[src/rtl/seq_restoring_divider_if.sv]
// rtl/seq_restoring_divider_if.sv - request/result bundle of the sequential divider
//
// Purpose : groups the start/operand request and the ready/busy/done/result
//           response of seq_restoring_divider into one connection.
// Signals : start, dividend, divisor (and is_signed when SIGNED_DIV_EN is
//           defined) travel towards the divider; ready, busy, done, quotient,
//           remainder, div_by_zero come back from it.
// Modports: slave  - the divider side
//           master - the requester (pipeline / testbench) side
// Macro   : SIGNED_DIV_EN adds the is_signed request bit.

interface seq_restoring_divider_if #(
    parameter int WIDTH = 32
);
    logic             start;
    logic [WIDTH-1:0] dividend;
    logic [WIDTH-1:0] divisor;
`ifdef SIGNED_DIV_EN
    logic             is_signed;
`endif
    logic             ready;
    logic             busy;
    logic             done;
    logic [WIDTH-1:0] quotient;
    logic [WIDTH-1:0] remainder;
    logic             div_by_zero;

    modport slave (
        input  start,
        input  dividend,
        input  divisor,
`ifdef SIGNED_DIV_EN
        input  is_signed,
`endif
        output ready,
        output busy,
        output done,
        output quotient,
        output remainder,
        output div_by_zero
    );

    modport master (
        output start,
        output dividend,
        output divisor,
`ifdef SIGNED_DIV_EN
        output is_signed,
`endif
        input  ready,
        input  busy,
        input  done,
        input  quotient,
        input  remainder,
        input  div_by_zero
    );
endinterface

[src/rtl/seq_restoring_divider.sv]
// rtl/seq_restoring_divider.sv - multi-cycle restoring shift-and-subtract divider
//
// Purpose : computes quotient and remainder one quotient bit per clock for the
//           execute stage; the pipeline stalls on busy and takes results on done.
// Ports   : clk  - clock, all state updates on the rising edge
//           rst  - synchronous active-high reset
//           bus  - seq_restoring_divider_if.slave (start/dividend/divisor in,
//                  ready/busy/done/quotient/remainder/div_by_zero out)
// Timing  : start accepted at edge 0 -> done high after edge WIDTH+1
//           (divide-by-zero: after edge 1). Results publish when DONE is left,
//           together with the one-cycle done pulse, and hold until the next
//           result or reset.
// Macro   : SIGNED_DIV_EN adds is_signed: magnitudes are divided and a FIX
//           cycle applies the signs afterwards (latency WIDTH+2).

module seq_restoring_divider #(
    parameter int WIDTH = 32,
    parameter int CNT_W = 6
) (
    input  logic                  clk,
    input  logic                  rst,
    seq_restoring_divider_if.slave bus
);

`ifdef SIGNED_DIV_EN
    typedef enum logic [1:0] {IDLE = 2'd0, RUN = 2'd1, DONE = 2'd2, FIX = 2'd3} state_t;
`else
    typedef enum logic [1:0] {IDLE = 2'd0, RUN = 2'd1, DONE = 2'd2} state_t;
`endif

    localparam logic [CNT_W-1:0] LAST_CNT = CNT_W'(WIDTH - 1);

    state_t           state_q,     state_d;
    logic [WIDTH-1:0] r_q,         r_d;          // partial remainder
    logic [WIDTH-1:0] q_q,         q_d;          // shifting dividend / quotient
    logic [WIDTH-1:0] d_q,         d_d;          // latched divisor
    logic [WIDTH-1:0] dvd_q,       dvd_d;        // raw dividend for divide-by-zero
    logic [CNT_W-1:0] cnt_q,       cnt_d;
    logic             dbz_pend_q,  dbz_pend_d;   // current op is a divide-by-zero
    logic [WIDTH-1:0] quotient_q,  quotient_d;
    logic [WIDTH-1:0] remainder_q, remainder_d;
    logic             dbz_q,       dbz_d;
    logic             done_q,      done_d;
`ifdef SIGNED_DIV_EN
    logic             sgn_q,       sgn_d;        // op needs the FIX cycle
    logic             neg_quo_q,   neg_quo_d;
    logic             neg_rem_q,   neg_rem_d;
`endif

    logic             ready;
    logic             busy;
    logic             accept;

    // One restoring step. The shifted remainder keeps the bit pushed out of R
    // so divisors above 2^(WIDTH-1) still divide correctly; one more bit on top
    // carries the borrow of the trial subtract.
    logic [WIDTH:0]   r_shift;
    logic [WIDTH+1:0] trial;
    logic             borrow;

    assign r_shift = {r_q, q_q[WIDTH-1]};
    assign trial   = {1'b0, r_shift} - {2'b00, d_q};
    assign borrow  = trial[WIDTH+1];

`ifdef SIGNED_DIV_EN
    function automatic logic [WIDTH-1:0] magnitude(input logic [WIDTH-1:0] v);
        return v[WIDTH-1] ? (~v + 1'b1) : v;
    endfunction

    function automatic logic [WIDTH-1:0] negate_if(input logic [WIDTH-1:0] v, input logic neg);
        return neg ? (~v + 1'b1) : v;
    endfunction
`endif

    always_comb begin
        state_d     = state_q;
        r_d         = r_q;
        q_d         = q_q;
        d_d         = d_q;
        dvd_d       = dvd_q;
        cnt_d       = cnt_q;
        dbz_pend_d  = dbz_pend_q;
        quotient_d  = quotient_q;
        remainder_d = remainder_q;
        dbz_d       = dbz_q;
        done_d      = 1'b0;
`ifdef SIGNED_DIV_EN
        sgn_d       = sgn_q;
        neg_quo_d   = neg_quo_q;
        neg_rem_d   = neg_rem_q;
`endif
        ready       = 1'b0;
        busy        = 1'b0;
        accept      = 1'b0;

        case (state_q)
            IDLE: begin
                ready  = 1'b1;
                accept = bus.start;
                if (bus.start) begin
                    dbz_d = 1'b0;
                end
            end
            RUN: begin
                busy  = 1'b1;
                cnt_d = cnt_q + 1'b1;
                if (!borrow) begin
                    r_d = WIDTH'(trial);
                    q_d = {q_q[WIDTH-2:0], 1'b1};
                end else begin
                    r_d = r_shift[WIDTH-1:0];
                    q_d = {q_q[WIDTH-2:0], 1'b0};
                end
                if (cnt_q == LAST_CNT) begin
`ifdef SIGNED_DIV_EN
                    state_d = sgn_q ? FIX : DONE;
`else
                    state_d = DONE;
`endif
                end
            end
`ifdef SIGNED_DIV_EN
            FIX: begin
                busy    = 1'b1;
                q_d     = negate_if(q_q, neg_quo_q);
                r_d     = negate_if(r_q, neg_rem_q);
                state_d = DONE;
            end
`endif
            DONE: begin
                // Publishing reads the current operation's registers, so a
                // back-to-back accept below may reload them on the same edge.
                ready       = 1'b1;
                done_d      = 1'b1;
                quotient_d  = dbz_pend_q ? {WIDTH{1'b1}} : q_q;
                remainder_d = dbz_pend_q ? dvd_q : r_q;
                dbz_d       = dbz_pend_q;
                state_d     = IDLE;
                accept      = bus.start;
            end
            default: begin
                state_d = IDLE;
            end
        endcase

        if (accept) begin
            dvd_d = bus.dividend;
            if (bus.divisor == '0) begin
                dbz_pend_d = 1'b1;
                state_d    = DONE;
            end else begin
                dbz_pend_d = 1'b0;
                r_d        = '0;
                cnt_d      = '0;
                state_d    = RUN;
`ifdef SIGNED_DIV_EN
                sgn_d     = bus.is_signed;
                neg_quo_d = bus.is_signed & (bus.dividend[WIDTH-1] ^ bus.divisor[WIDTH-1]);
                neg_rem_d = bus.is_signed & bus.dividend[WIDTH-1];
                q_d       = bus.is_signed ? magnitude(bus.dividend) : bus.dividend;
                d_d       = bus.is_signed ? magnitude(bus.divisor)  : bus.divisor;
`else
                q_d       = bus.dividend;
                d_d       = bus.divisor;
`endif
            end
        end
    end

    always_ff @(posedge clk) begin
        if (rst) begin
            state_q     <= IDLE;
            r_q         <= '0;
            q_q         <= '0;
            d_q         <= '0;
            dvd_q       <= '0;
            cnt_q       <= '0;
            dbz_pend_q  <= 1'b0;
            quotient_q  <= '0;
            remainder_q <= '0;
            dbz_q       <= 1'b0;
            done_q      <= 1'b0;
`ifdef SIGNED_DIV_EN
            sgn_q       <= 1'b0;
            neg_quo_q   <= 1'b0;
            neg_rem_q   <= 1'b0;
`endif
        end else begin
            state_q     <= state_d;
            r_q         <= r_d;
            q_q         <= q_d;
            d_q         <= d_d;
            dvd_q       <= dvd_d;
            cnt_q       <= cnt_d;
            dbz_pend_q  <= dbz_pend_d;
            quotient_q  <= quotient_d;
            remainder_q <= remainder_d;
            dbz_q       <= dbz_d;
            done_q      <= done_d;
`ifdef SIGNED_DIV_EN
            sgn_q       <= sgn_d;
            neg_quo_q   <= neg_quo_d;
            neg_rem_q   <= neg_rem_d;
`endif
        end
    end

    assign bus.ready       = ready;
    assign bus.busy        = busy;
    assign bus.done        = done_q;
    assign bus.quotient    = quotient_q;
    assign bus.remainder   = remainder_q;
    assign bus.div_by_zero = dbz_q;

endmodule

[src/flat_wrapper.sv]
// flat-port wrapper written by rule: the top's interface ports become plain ports
module seq_restoring_divider_flat 
#(
    parameter int WIDTH = 32,
    parameter int CNT_W = 6
)
  (clk, rst, bus_start, bus_dividend, bus_divisor, bus_ready, bus_busy, bus_done, bus_quotient, bus_remainder, bus_div_by_zero);
  seq_restoring_divider_if #(.WIDTH(WIDTH)) bus_i ();
  input  logic clk;
  input  logic rst;
  input wire logic [$bits(bus_i.start)-1:0] bus_start;
  input wire logic [$bits(bus_i.dividend)-1:0] bus_dividend;
  input wire logic [$bits(bus_i.divisor)-1:0] bus_divisor;
  output wire logic [$bits(bus_i.ready)-1:0] bus_ready;
  output wire logic [$bits(bus_i.busy)-1:0] bus_busy;
  output wire logic [$bits(bus_i.done)-1:0] bus_done;
  output wire logic [$bits(bus_i.quotient)-1:0] bus_quotient;
  output wire logic [$bits(bus_i.remainder)-1:0] bus_remainder;
  output wire logic [$bits(bus_i.div_by_zero)-1:0] bus_div_by_zero;
  assign bus_i.start = bus_start;
  assign bus_i.dividend = bus_dividend;
  assign bus_i.divisor = bus_divisor;
  assign bus_ready = bus_i.ready;
  assign bus_busy = bus_i.busy;
  assign bus_done = bus_i.done;
  assign bus_quotient = bus_i.quotient;
  assign bus_remainder = bus_i.remainder;
  assign bus_div_by_zero = bus_i.div_by_zero;
  seq_restoring_divider #(.WIDTH(WIDTH), .CNT_W(CNT_W)) u_core (.clk(clk), .rst(rst), .bus(bus_i));
endmodule
[config.mk]
export PLATFORM = sky130hd
export DESIGN_NAME = seq_restoring_divider_flat
export DESIGN_NICKNAME = d
export VERILOG_FILES = /design/src/rtl/seq_restoring_divider_if.sv /design/src/rtl/seq_restoring_divider.sv /design/src/flat_wrapper.sv
export SDC_FILE = /design/constraint.sdc
export NUM_CORES = 1
export LEC_CHECK = 0
export BUFFER_PORTS_ARGS = -buffer_cell sky130_fd_sc_hd__buf_2
export CAP_MARGIN = 0
export CORE_ASPECT_RATIO = 0.5
export CORE_MARGIN = 5
export CORE_UTILIZATION = 48
export CTS_CLUSTER_DIAMETER = 120
export DETAILED_ROUTE_END_ITERATION = 6
export GPL_TIMING_DRIVEN = 0
export MAX_ROUTING_LAYER = met4
export PLACE_DENSITY = 0.65
export SLEW_MARGIN = 20
export SYNTH_ARGS = -nofsm -noshare
export SYNTH_HDL_FRONTEND = slang
export SYNTH_SLANG_ARGS = --single-unit
[constraint.sdc]
create_clock -name clk -period 3.3 [get_ports clk]
set_input_delay 0.66 -clock clk [delete_from_list [all_inputs] [get_ports clk]]
set_output_delay 0.66 -clock clk [all_outputs]
set_load 0.005 [all_outputs]
==> flow_metrics.env <==
export IMPL_synth_warnings=0
export IMPL_drtIter0Drc=1118
export IMPL_htreeDepth=1
export IMPL_boundaryPins=135
export IMPL_path_max_fanout=4
export IMPL_sum_of_negative_setup_slack_ns=0
export IMPL_antenna_diode_count=0
export IMPL_synthesized_area_mm2=0.00995
export IMPL_grt_overflow=0
export IMPL_synth_ff_type="dfxtp_1"
export IMPL_synthToLayoutAreaGrowth_pct=17.9
export IMPL_arrival_time_reported_for_the_critical_path_endpoint_ns=3.61
export IMPL_grt_total_usage=0.263
export IMPL_final_setup_skew_ns=0.0196
export IMPL_share_of_cells_above_drive_strength_1=0.135
export IMPL_worst_case_headroom_to_the_max_slew_limit=0.475
export IMPL_synth_seq_area_share=0.409
export IMPL_final_hold_viol_count=0
export IMPL_critical_path_max_stage_delay_ns=0.60
export IMPL_power_per_cell_area_mw_per_mm2=606
export IMPL_power_internal_w=0.00485
export IMPL_p_leak_nw=4.76
export IMPL_setup_viol=0
export IMPL_period_minus_slack_ns=3.15
export IMPL_filler_cells=1916
export IMPL_power_clock_fraction=0.359
export IMPL_hold_slack_ns=0.394
export IMPL_synth_ff_latch_count=203
export IMPL_asyncSetResetFlopFracSynth=0
export IMPL_postSynthAreaPerCell_um2=7.88
export IMPL_grt_met3_usage=0.0352
export IMPL_grt_antenna_before_repair=0
export IMPL_routed_wl_mm=31.3
export IMPL_floorplan_die_area_mm2=0.0239
export IMPL_wire_length_of_the_first_global_routing_pass_mm=49.5
export IMPL_clk_pin_slew_ns=0.07
export IMPL_port_buffer_count=134
export IMPL_ir_drop_worst_vdd_v=0.000343
export IMPL_grt_busiest_layer="met1"
export IMPL_globalRouteMet2Util=0.368
export IMPL_detail_route_wl_per_cell_um=18.4
export IMPL_core_mm2=0.0205
export IMPL_tritoncts_clock_tree="done"
export IMPL_crit_path_slowest_cell="or4b_2"
export IMPL_seq_power_share=0.388
export IMPL_cts_root_buf="clkbuf_16"
export IMPL_postSynthCellCount=1263
export IMPL_drt_pass1_iter_count=5
export IMPL_synth_edff_count=0
export IMPL_fmax_mhz=317
export IMPL_viasPerCell=5.67
export IMPL_largest_net_degree_at_the_start_of_global_routing=16
export IMPL_drt_drc_violations_left=0
export IMPL_critical_path_startpoint_type="register"
export IMPL_placementRows=37
export IMPL_route_vias_total=9668
export IMPL_worstSetupPathType="register to register"
export IMPL_timing_max_cap_violations=0
export IMPL_initial_utilization=0.486
export IMPL_detailedPlacementHpwl_mm=24.2
export IMPL_setup_worst_path_end_class="register"
export IMPL_cp_cell_sequence="inv_1 > ha_1 > inv_1 > fa_1 > a21oi_2 > o211a_1 > o211a_1 > o221ai_1 > o21a_1 > o21ai_0 > or4b_2 > nand3_1"
export IMPL_final_net_count=1520
export IMPL_place_congestion=0.909
export IMPL_critPathRequiredTime_ns=3.76
export IMPL_tritoncts_num_buffers=20
export IMPL_fp_dieW_um=214
export IMPL_cts_buffer_depth=3
export IMPL_synth_cell_types=58
export IMPL_grtUsageMet1=0.408
export IMPL_clock_sinks=203
export IMPL_mappedNetlistNets=1364
export IMPL_period_share=0.955
export IMPL_antenna_violating_nets_post_route=0
export IMPL_swShare=0.318
export IMPL_grt_pass1_vias=8915
export IMPL_worst_hold_path_type="primary input to register"
export IMPL_comb_power_share=0.254
export IMPL_p_sw_w=0.00226
export IMPL_status="completed"
export IMPL_grt_setup_unrepaired="true"
export IMPL_clk_insertion_delay_late_ns=0.52
export IMPL_worstMarginPinSlew_ns=0.785
export IMPL_die_height_um=112
export IMPL_post_cts_setup_buffer_count=0
export IMPL_post_cts_hold_buffer_count=0
export IMPL_timing_final_max_slew_violations=0
[cell usage in the layout (no fill, tap or decap), types with 4 or more instances in the layout]
master     count
a2111oi_0      5
a211oi_1      40
a21o_1        11
a21oi_1      118
a21oi_2        4
a311oi_1      31
a31oi_1        4
a41oi_1        4
and3_1         7
buf_1          6
buf_2        137
clkbuf_1      81
clkbuf_16     20
clkbuf_8       7
dfxtp_1      202
ha_1          33
inv_1         41
mux2i_1       54
nand2_1      228
nand2b_1       7
nand3_1       18
nand4_1       11
nor2_1       131
nor2b_1        5
nor3_1        74
nor4_1        12
o211ai_1       8
o21a_1         6
o21ai_0       42
or3_1          4
xnor2_1       17
xor2_1         9
[worst max-delay path: cells and delay by family, from the launching register on]
| family | cells | cell delay (ns) |
|---|---|---|
| compound gates | 6 | 1.22 |
| fa+ha+maj | 2 | 0.65 |
| buf+inv | 2 | 0.16 |
| flops | 1 | 0.37 |
| simple gates | 2 | 0.68 |
[final cells by class]
cell class	instances	area (um2)	area share
Clock buffer	30	608	0.0519
Timing Repair Buffer	134	671	0.0572
Sequential cell	203	4070	0.347
Tap cell	273	342	0.0291
Buffer	93	382	0.0326
Multi-Input combinational cell	926	5380	0.459
Inverter	41	154	0.0131
Clock inverter	6	120	0.0102
[cells in the mapped netlist (3+ instances only)]
cell type | instances | share of area
a2111oi_0 | 6 | 0.0053
a211oi_1 | 40 | 0.030
a21o_1 | 11 | 0.0083
a21oi_1 | 122 | 0.061
a311oi_1 | 31 | 0.027
a31oi_1 | 4 | 0.0025
a41oi_1 | 4 | 0.0035
and2_1 | 3 | 0.0019
and3_1 | 7 | 0.0044
buf_1 | 6 | 0.0023
buf_2 | 3 | 0.0015
clkbuf_1 | 80 | 0.030
dfxtp_1 | 203 | 0.41
ha_1 | 33 | 0.042
inv_1 | 41 | 0.015
mux2i_1 | 54 | 0.054
nand2_1 | 228 | 0.086
nand2b_1 | 7 | 0.0044
nand3_1 | 18 | 0.0091
nand4_1 | 11 | 0.0069
nor2_1 | 131 | 0.049
nor2b_1 | 5 | 0.0031
nor3_1 | 74 | 0.037
nor4_1 | 14 | 0.0088
o211a_1 | 3 | 0.0030
o211ai_1 | 8 | 0.0060
o21a_1 | 6 | 0.0045
o21ai_0 | 42 | 0.021
o31ai_1 | 3 | 0.0023
or3_1 | 4 | 0.0025
xnor2_1 | 17 | 0.015
xor2_1 | 9 | 0.0079
[logic make-up after synthesis]
kind of cell,Yosys count,share of synthesized area
AO/OA/AOI/OAI,300,0.195
AND/OR/NAND/NOR,510,0.221
multiplexers,56,0.0566
buffers and inverters,134,0.0532
flip-flops,203,0.409
XOR/XNOR,26,0.0229
adder cells (fa/ha/maj),34,0.0435
[registers in the layout, summed over array words and instances, names as in the netlist]
name and count:
u_core.bus.quotient 32, u_core.bus.remainder 32, u_core.d_q 32, u_core.dvd_q 32
u_core.q_q 32, u_core.r_q 32, u_core.cnt_q 6, u_core.state_q 2
u_core.bus.div_by_zero 1, u_core.bus.done 1, u_core.dbz_pend_q 1
[power groups by stage]
stage / Clock [W] / Combinational [W] / Sequential (W)
after floorplan: 0 / 0.00129 / 0.00275
after global placement: 0 / 0.00174 / 0.00280
after detailed placement: 0 / 0.00176 / 0.00280
after CTS: 0.00257 / 0.00177 / 0.00275
after global routing: 0.00268 / 0.00197 / 0.00277
final: 0.00255 / 0.00180 / 0.00275
[metal layers]
layer / wire length (um) / vias to the layer above / part of all wire
met2: 12700 / 353 / 0.40
li1: - / 4765 / -
met5: 0 / - / 0
met4: 450 / 0 / 0.014
met1: 15900 / 4518 / 0.51
met3: 2320 / 32 / 0.074
[what timing repair did]
action / 4_1_cts / 5_1_grt
resized for setup: 3 / 8
setup endpoints to repair: 60 / 52
pin swaps: 0 / 3
[metrics by stage]
stage / total power (W) / area, um2 / utilization / setup WS (ns) / std cells
after floorplan: 0.00404 / 9950 / - / 0.547 / 1263
after global placement: 0.00453 / 11000 / 0.536 / -0.804 / 1670
after detailed placement: 0.00456 / 11000 / 0.536 / -0.840 / 1670
after CTS: 0.00708 / 11700 / 0.572 / 0.0574 / 1706
after global routing: 0.00743 / 11700 / 0.573 / -0.0448 / 1706
final: 0.00710 / 11700 / 0.573 / 0.149 / 1706
[final timing paths]
path,slack [ns],to,from,cells after the start
min reg2reg,0.46,u_core.d_q[25],u_core.d_q[25],2
max,0.15,u_core.r_q[26],u_core.q_q[31],12
min,0.39,u_core.d_q[10],bus_divisor[10],3
max reg2reg,0.15,u_core.r_q[26],u_core.q_q[31],12
Note: power is estimated with default switching activity, not from simulation.
